===== src/rtl/bytecode_decode.sv =====
// rtl/bytecode_decode.sv - variable-length bytecode assembler/decoder (optional BYTECODE_DECODE_SIGN_EXT_EN)
module bytecode_decode #(
    parameter int                  INSTR_W   = 8,
    parameter int                  OPC_W     = 4,
    parameter logic [2**OPC_W-1:0] EXT1_MASK = '0,
    parameter logic [2**OPC_W-1:0] EXT2_MASK = '0
) (
    input  logic                         clk,
    input  logic                         rst,
    input  logic [INSTR_W-1:0]           in_data,
    input  logic                         in_valid,
    output logic                         in_ready,
    input  logic                         flush,
    output logic [OPC_W-1:0]             opcode,
    output logic [INSTR_W-OPC_W-1:0]     operand,
    output logic [2*INSTR_W-1:0]         imm,
    output logic [1:0]                   len,
    output logic                         out_valid,
    input  logic                         out_ready
);
    localparam int SH_W = INSTR_W - OPC_W;
    localparam int IW2  = 2 * INSTR_W;

    typedef enum logic [1:0] {
        S_OPC   = 2'd0,
        S_B1OF1 = 2'd1,
        S_B1OF2 = 2'd2,
        S_B2OF2 = 2'd3
    } state_t;

    state_t               state, state_n;
    logic [OPC_W-1:0]     asm_opc;
    logic [SH_W-1:0]      asm_sh;
    logic [INSTR_W-1:0]   asm_hi;

    logic                 take;
    logic                 cmp;
    logic [OPC_W-1:0]     cmp_opc;
    logic [SH_W-1:0]      cmp_sh;
    logic [IW2-1:0]       cmp_imm;
    logic [1:0]           cmp_len;

    logic [OPC_W-1:0]     in_opc;
    logic [SH_W-1:0]      in_sh;

    assign in_opc   = in_data[INSTR_W-1:SH_W];
    assign in_sh    = in_data[SH_W-1:0];
    assign in_ready = !flush && (!out_valid || out_ready);
    assign take     = in_valid && in_ready;

    function automatic logic [IW2-1:0] ext_sh(input logic [SH_W-1:0] s);
`ifdef BYTECODE_DECODE_SIGN_EXT_EN
        return {{(IW2-SH_W){s[SH_W-1]}}, s};
`else
        return {{(IW2-SH_W){1'b0}}, s};
`endif
    endfunction

    function automatic logic [IW2-1:0] ext_b(input logic [INSTR_W-1:0] b);
`ifdef BYTECODE_DECODE_SIGN_EXT_EN
        return {{INSTR_W{b[INSTR_W-1]}}, b};
`else
        return {{INSTR_W{1'b0}}, b};
`endif
    endfunction

    always_comb begin
        state_n = state;
        cmp     = 1'b0;
        cmp_opc = asm_opc;
        cmp_sh  = asm_sh;
        cmp_imm = '0;
        cmp_len = 2'd0;
        case (state)
            S_OPC: begin
                if (EXT2_MASK[in_opc]) begin
                    state_n = S_B1OF2;
                end else if (EXT1_MASK[in_opc]) begin
                    state_n = S_B1OF1;
                end else begin
                    // single-byte instruction completes straight from the input byte
                    cmp     = 1'b1;
                    cmp_opc = in_opc;
                    cmp_sh  = in_sh;
                    cmp_imm = ext_sh(in_sh);
                end
            end
            S_B1OF1: begin
                cmp     = 1'b1;
                cmp_imm = ext_b(in_data);
                cmp_len = 2'd1;
                state_n = S_OPC;
            end
            S_B1OF2: begin
                state_n = S_B2OF2;
            end
            S_B2OF2: begin
                cmp     = 1'b1;
                cmp_imm = {asm_hi, in_data};
                cmp_len = 2'd2;
                state_n = S_OPC;
            end
            default: state_n = S_OPC;
        endcase
        if (!take) begin
            state_n = state;
            cmp     = 1'b0;
        end
    end

    always_ff @(posedge clk) begin
        if (!rst) begin
            state     <= S_OPC;
            asm_opc   <= '0;
            asm_sh    <= '0;
            asm_hi    <= '0;
            opcode    <= '0;
            operand   <= '0;
            imm       <= '0;
            len       <= 2'd0;
            out_valid <= 1'b0;
        end else if (flush) begin
            state     <= S_OPC;
            out_valid <= 1'b0;
        end else begin
            state <= state_n;
            if (take && state == S_OPC) begin
                asm_opc <= in_opc;
                asm_sh  <= in_sh;
            end
            if (take && state == S_B1OF2) begin
                asm_hi <= in_data;
            end
            // a completion in the same cycle as an output transfer reloads and keeps valid high
            if (cmp) begin
                opcode    <= cmp_opc;
                operand   <= cmp_sh;
                imm       <= cmp_imm;
                len       <= cmp_len;
                out_valid <= 1'b1;
            end else if (out_valid && out_ready) begin
                out_valid <= 1'b0;
            end
        end
    end
endmodule


===== config.mk =====
export PLATFORM = sky130hd
export DESIGN_NAME = bytecode_decode
export DESIGN_NICKNAME = d
export VERILOG_FILES = /design/src/rtl/bytecode_decode.sv
export SDC_FILE = /design/constraint.sdc
export NUM_CORES = 1
export LEC_CHECK = 0
export CORE_AREA = 2 2 68 70
export DETAILED_ROUTE_END_ITERATION = 10
export DIE_AREA = 0 0 70 72
export PLACE_DENSITY = 0.84
export SYNTH_ARGS = -nofsm -noshare
export SYNTH_HDL_FRONTEND = slang
export SYNTH_SLANG_ARGS = --single-unit

===== constraint.sdc =====
create_clock -name clk -period 1.24 [get_ports clk]
set_clock_uncertainty 0.05 [all_clocks]
set_input_delay 0.186 -clock clk [delete_from_list [all_inputs] [get_ports clk]]
set_output_delay 0.186 -clock clk [all_outputs]
set_load 0.01 [all_outputs]

=== Yosys cells after proc, flatten, opt, wreduce, memory -nomap -nowiden ===
Memories as Yosys holds them, arrays and structs flattened.
Index checks and enable logic that the tools add are counted.

* Register bits after elaboration: 45
* Output and inout bits: 28
* Memories kept: 1
* Input bits: 13
* Bits in read-only memories: 16

* Muxes and demuxes: 15
* Equality and inequality tests: 4
* Order comparisons: 1
* Bitwise gates (word level): 2
* Reductions and logical operators: 16

{| class="wikitable"
|+ Memories
! name !! depth !! bits a word !! rd ports !! clocked after Yosys merged registers in !! write ports !! line !! source
|-
| (no name shown) || 16 || 1 || 1 || 0 || 0 || 78 || <nowiki>end else if (EXT1_MASK[in_opc]) begin</nowiki>
|}

{| class="wikitable"
|+ Operators with widths
! cell !! number
|-
| $pmux 16 s3 || 1
|-
| $mux 4 || 5
|-
| $reduce_and 2->1 || 4
|-
| $pmux 2 s3 || 1
|-
| $logic_and 1x1->1 || 5
|-
| $lt 4x5->1 const B || 1
|-
| $mux 1 || 5
|-
| $eq 2x2->1 const B || 2
|-
| $pmux 2 s2 || 1
|-
| $reduce_or 2->1 || 2
|-
| $eq 2x1->1 const B || 1
|-
| $logic_not 1->1 || 2
|-
| $logic_not 2->1 || 1
|-
| $mux 2 || 1
|-
| $ne 2x2->1 const B || 1
|-
| $not 1->1 || 2
|-
| $pmux 1 s2 || 1
|-
| $reduce_bool 2->1 || 1
|-
| $logic_or 1x1->1 || 1
|}

=== Longest topological paths before layout ===
* Depth in word-level cells: 6
* Depth in mapped cells: 5

=== Least setup slack after synthesis ===
OpenSTA, ideal clock, no wires.

* Path kind: register to register
* Start point: register out_valid
* End point: register len[0]
* Clock period less this slack: 1375 ps
* Cell stages (with the launch flop): 6
* Data required time: 1065 ps
* Arrival time: 1200 ps
* Path buffers: 2
* Setup slack: -135 ps
* Cell sequence: dfxtp_1 nor2b_1 buf_4 nor3_4 buf_6 o32ai_1

* Longest elaborated chain between the ends: 6

{| class="wikitable"
|+ RTL lines
! what !! line !! source
|-
| from (decl) || 18 || <nowiki>output logic out_valid,</nowiki>
|-
| from (signal assigned) || 121 || <nowiki>out_valid <= 1'b0;</nowiki>
|-
| from (signal assigned) || 124 || <nowiki>out_valid <= 1'b0;</nowiki>
|-
| from (signal assigned) || 140 || <nowiki>out_valid <= 1'b1;</nowiki>
|-
| $logic_not 1->1 || 48 || <nowiki>assign in_ready = !flush && (!out_valid || out_ready);</nowiki>
|-
| $logic_or 1x1->1 || 48 ||
|-
| $logic_and 1x1->1 || 48 ||
|-
| $logic_and 1x1->1 || 49 || <nowiki>assign take = in_valid && in_ready;</nowiki>
|-
| $mux 1 || 105 || <nowiki>if (!take) begin</nowiki>
|-
| $reduce_and 2->1 (no source line) || -- ||
|-
| to (signal assigned) || 139 || <nowiki>len <= cmp_len;</nowiki>
|-
| to (decl) || 17 || <nowiki>output logic [1:0] len,</nowiki>
|}

Every way passes these cells.
A chain may end at the register's enable or synchronous reset.

=== Worst setup path in the final report ===
* Start point: register state[0]
* End point: register len[0]

* Longest elaborated chain between the ends: 5

{| class="wikitable"
|+ RTL lines
! what !! line !! source
|-
| from (decl) || 31 || <nowiki>state_t state, state_n;</nowiki>
|-
| from (signal assigned) || 126 || <nowiki>state <= state_n;</nowiki>
|-
| $eq 2x2->1 or $eq 2x1->1 (tied branches) || 74 || <nowiki>case (state)</nowiki>
|-
| $reduce_or 2->1 (no source line) || -- ||
|-
| $pmux 1 s2 || 74 ||
|-
| $mux 1 || 105 ||
|-
| $reduce_and 2->1 (no source line) || -- ||
|}

Several ways; a longest one is shown, not always the timed one.

==> run summary <==
The Yosys step of the flow raised 0 warnings. The insertion delay of the later-clocked pin in the worst-skew pair came out at 300 ps. Using the TritonRoute via totals, the vias-per-cell ratio works out to 5.55. The post-synthesis average cell area is 10.2 µm². The count of buffers added on input and output ports is 40. In this run the most critical hold path is launched from imm[0]$_SDFFE_PN0P_. The routed via count is 1719. The count of filler cells inserted in the layout came out at 308. The level count of the clock H-tree came out at 2. Among all stages on the critical path, the largest delay is contributed by sky130_fd_sc_hd__dfxtp_2.

Setup violations remaining at the end of the flow were counted as 37. The setup slack of the worst register-to-register path came out at -120 ps. The switching power summed over all nets is 743 µW. Yosys mapped a number of flops with a built-in enable equal to 0. The total area inside the core boundary comes to 4260 µm². Cell internal power was estimated by the tool at 2300 µW. The average detailed-routed wire length per instance came out at 18.5 µm.

The number of clock sinks seen by CTS came out at 45. The area of the multi-input gates came out at 1040 µm². The width of the die came out at 70 µm. The worst slack on hold paths came out at 410 ps. The number of cells produced by synthesis is 184.

The global-route wire length before repair is 8380 µm. In this design, the largest share of critical-path delay is due to simple AND/OR/NAND/NOR gates. The max-slew violation count came out at 0.

After synthesis the netlist holds a flip-flop and latch count of 45. Dividing the final minimum period by the clock period gives 1.09. The sequential cell area in the final layout came out at 908 µm².

The via count of the first global-routing pass is 1677. Setup repair after global routing could not meet its margin everywhere. The number of cells traversed by the worst hold path came out at 2. The count of cell types in the netlist is 34. The master cell of the clock root buffer is sky130_fd_sc_hd__clkbuf_8. The growth of design area from synthesis to finish is 56.6%. The summed negative setup slack over all endpoints is -2570 ps. The power per cell area is 1040 nW/µm². The first TritonRoute pass finished after 4 iterations. The buffer and inverter count on the worst path is 2. The clock transition at the registers of the reported paths is 80 ps. The share of flip-flops with an asynchronous set or reset after synthesis is 0. The die height came out at 72 µm. Routability-driven placement finished with a final weighted congestion of 0.850. The initial core utilization is 0.438. In this run, the number of DRC markers left after iteration 0 of detailed routing was 62. The number of antenna violations at the first check in global routing is 0.

The die outline area is 5040 µm². The share of final-layout standard cells stronger than drive strength 1 is 0.341. After detailed routing, the number of remaining DRC violations is 0. The number of buffers inserted by hold repair at cts came out at 0. The sink of the worst hold path is imm[0]$_SDFFE_PN0P_. For this run, the slowest stage of the critical path takes 360 ps. The buffer levels on the longest clock path is 2. The final reports fail on setup timing. Headroom to the max-slew limit came out at 0.810. The critical path is of the reg -> reg type. The antenna diode count is 0.

The post-layout net count is 270. The final setup slack of the worst path is -116 ps. The largest net degree at the start of global routing is 20. The fraction of synthesized cell area taken by the top area cell type is 0.482. The critical path goes through and2b_4 > nor3_4 > buf_4 > buf_6 > o32ai_1. TritonCTS built the clock tree. The maximum fanout count along the critical path came out at 6.

The leakage power of the design is 0.00125 µW. The achievable frequency came out at 737 MHz. The share of total power in sequential cells came out at 0.495. The worst register-to-register path has a depth of 5.

The summed instance area of the synthesized netlist came out at 1870 µm². The post-synth net total is 197. The clock network power share came out at 0.368.

Data arrives at the worst endpoint at 1490 ps. The detail route stage leaves a number of antenna-violating nets equal to 0. The sum of routed wire length over all layers came out at 5740 µm. The proportion of power drawn by combinational gates is 0.137. The final critical-path required period is 1360 ps. The max-cap check violation count came out at 0.

The slew at the pin closest to its max-slew limit came out at 284 ps. The number of buffers created by CTS came out at 5. The number of placement rows came out at 24.

The worst setup path is captured at a flop. The path category of the worst min-delay check is reg -> reg. The synthesized design spends more area on one cell type than any other, namely sky130_fd_sc_hd__dfxtp_1. The startpoint of the worst register-to-register path is state[0]$_SDFFE_PP0P_. At the worst endpoint, the required time is 1380 ps. The maximum ir drop on the vdd rail came out at 0.925 mV. The endpoint identified for the worst register-to-register timing path is len[0]$_SDFFE_PN0P_. The worst setup path is launched from a flop. Of the synthesized area, sequential elements account for 0.482.

The count of final hold-check violations was 0. The switching power as a share of total power came out at 0.244. In the global route stage, overall resource usage came out at 0.218.

For this run, the leading register cell type out of synthesis is sky130_fd_sc_hd__dfxtp_1. After synthesis, the cell types taking the most area are sky130_fd_sc_hd__dfxtp_1 (48%), sky130_fd_sc_hd__mux2i_1 (15%), sky130_fd_sc_hd__nand2_1 (8.2%). The remaining global-route overflow is 0. The detailed-placement wirelength estimate is 3230 µm. The top-level port count came out at 41.

The run finished, with violations left.
==> worst reg2reg max path, delay by kind of cell, from the launching register on <==
| kind | cells | cell delay, ps |
|---|---|---|
| and+or+nand+nor | 2 | 440 |
| DFF | 1 | 360 |
| buffers and inverters | 2 | 300 |
| AOI/OAI and AO/OA | 1 | 90 |
==> worst max path at each step <==
| stage | from | end | slack, ps | depth (start not counted) |
|---|---|---|---|---|
| detailed placement | flush | opcode[3]$_SDFFE_PN0P_ | -430 | 5 |
| floorplan | out_valid$_SDFFE_PP0P_ | len[0]$_SDFFE_PN0P_ | -120 | 5 |
| finish | state[0]$_SDFFE_PP0P_ | len[0]$_SDFFE_PN0P_ | -120 | 5 |
| global placement | flush | imm[14]$_SDFFE_PN0P_ | -360 | 5 |
| global route | state[0]$_SDFFE_PP0P_ | len[0]$_SDFFE_PN0P_ | -180 | 5 |
| CTS | out_valid$_SDFFE_PP0P_ | opcode[2]$_SDFFE_PN0P_ | -110 | 7 |
==> synthesized netlist by cell type (all sizes together), types with 2 or more instances <==
master   n
a211oi   8
o22ai   11
dfxtp   45
nor3     3
nor2     3
nand4    2
buf     12
nand2   41
and2b    2
nand2b   3
mux2i   28
nand3    4
a31oi    8
a21oi    4
==> repair_timing <==
item | 4_1_cts | 5_1_grt
setup buffers | 5 | 3
setup endpoints to repair | 69 | 44
resized for setup | 59 | 29
pin swaps | 2 | 4
cloned | 2 | 2
==> metal layers <==
layer  part of all wire  track usage  vias up
met5                  0            0        -
met4              0.027        0.113        0
met3              0.050       0.0583       11
met2               0.50        0.358       53
met1               0.42        0.265      851
li1                   -            -      804
==> stage by stage <==
step           total power (µW)   util  cell area, µm²  instances  setup WS (ps)
4_1_cts                    3000  0.657            2800        307           -106
3_5_place_dp               1880  0.590            2520        292           -426
3_3_place_gp               1870  0.590            2520        292           -363
6_report                   3040  0.687            2930        310           -116
5_1_grt                    3140  0.687            2930        310           -178
2_1_floorplan              1700      -            1870        184           -122
==> registers in the layout (all words and copies together) (netlist names) <==
register / flops
asm_opc: 4
asm_sh: 4
operand: 4
opcode: 4
len: 2
asm_hi: 8
imm: 16
out_valid: 1
state: 2
==> power groups by stage <==
stage	Clock [µW]	Sequential, µW	Combinational (µW)
6_report	1120	1510	416
5_1_grt	1190	1510	439
4_1_cts	1120	1500	378
3_5_place_dp	0	1540	339
3_3_place_gp	0	1540	330
2_1_floorplan	0	1550	154
==> area by class of cell <==
| type | instances | area share |
|---|---|---|
| clock buffer | 6 | 0.0248 |
| clock inverter | 2 | 0.0132 |
| inverter | 2 | 0.00256 |
| multi-input combinational | 124 | 0.354 |
| sequential | 45 | 0.310 |
| tap | 52 | 0.0222 |
| timing repair buffer | 79 | 0.273 |
==> logic make-up (layout without fill, tap and decap cells) <==
kind of cell	count (synthesis)	in the layout	synth area share
compound gates	35	35	0.137
simple gates	61	61	0.175
mux	28	28	0.150
buf+inv	15	89	0.0569
flops	45	45	0.482
==> layout by cell type (no fill, tap or decap), types with 3 or more instances in the layout <==
master and count:
sky130_fd_sc_hd__a211oi_2 4, sky130_fd_sc_hd__a21oi_1 4, sky130_fd_sc_hd__a31oi_1 5, sky130_fd_sc_hd__buf_12 4
sky130_fd_sc_hd__buf_4 19, sky130_fd_sc_hd__buf_6 12, sky130_fd_sc_hd__clkbuf_8 5, sky130_fd_sc_hd__clkdlybuf4s50_1 10
sky130_fd_sc_hd__dfxtp_1 41, sky130_fd_sc_hd__dfxtp_2 3, sky130_fd_sc_hd__dlygate4sd2_1 29, sky130_fd_sc_hd__mux2i_1 22
sky130_fd_sc_hd__mux2i_2 5, sky130_fd_sc_hd__nand2_1 41, sky130_fd_sc_hd__o22ai_1 3, sky130_fd_sc_hd__o22ai_2 8
No activity file was read; power rests on OpenSTA's default activity.
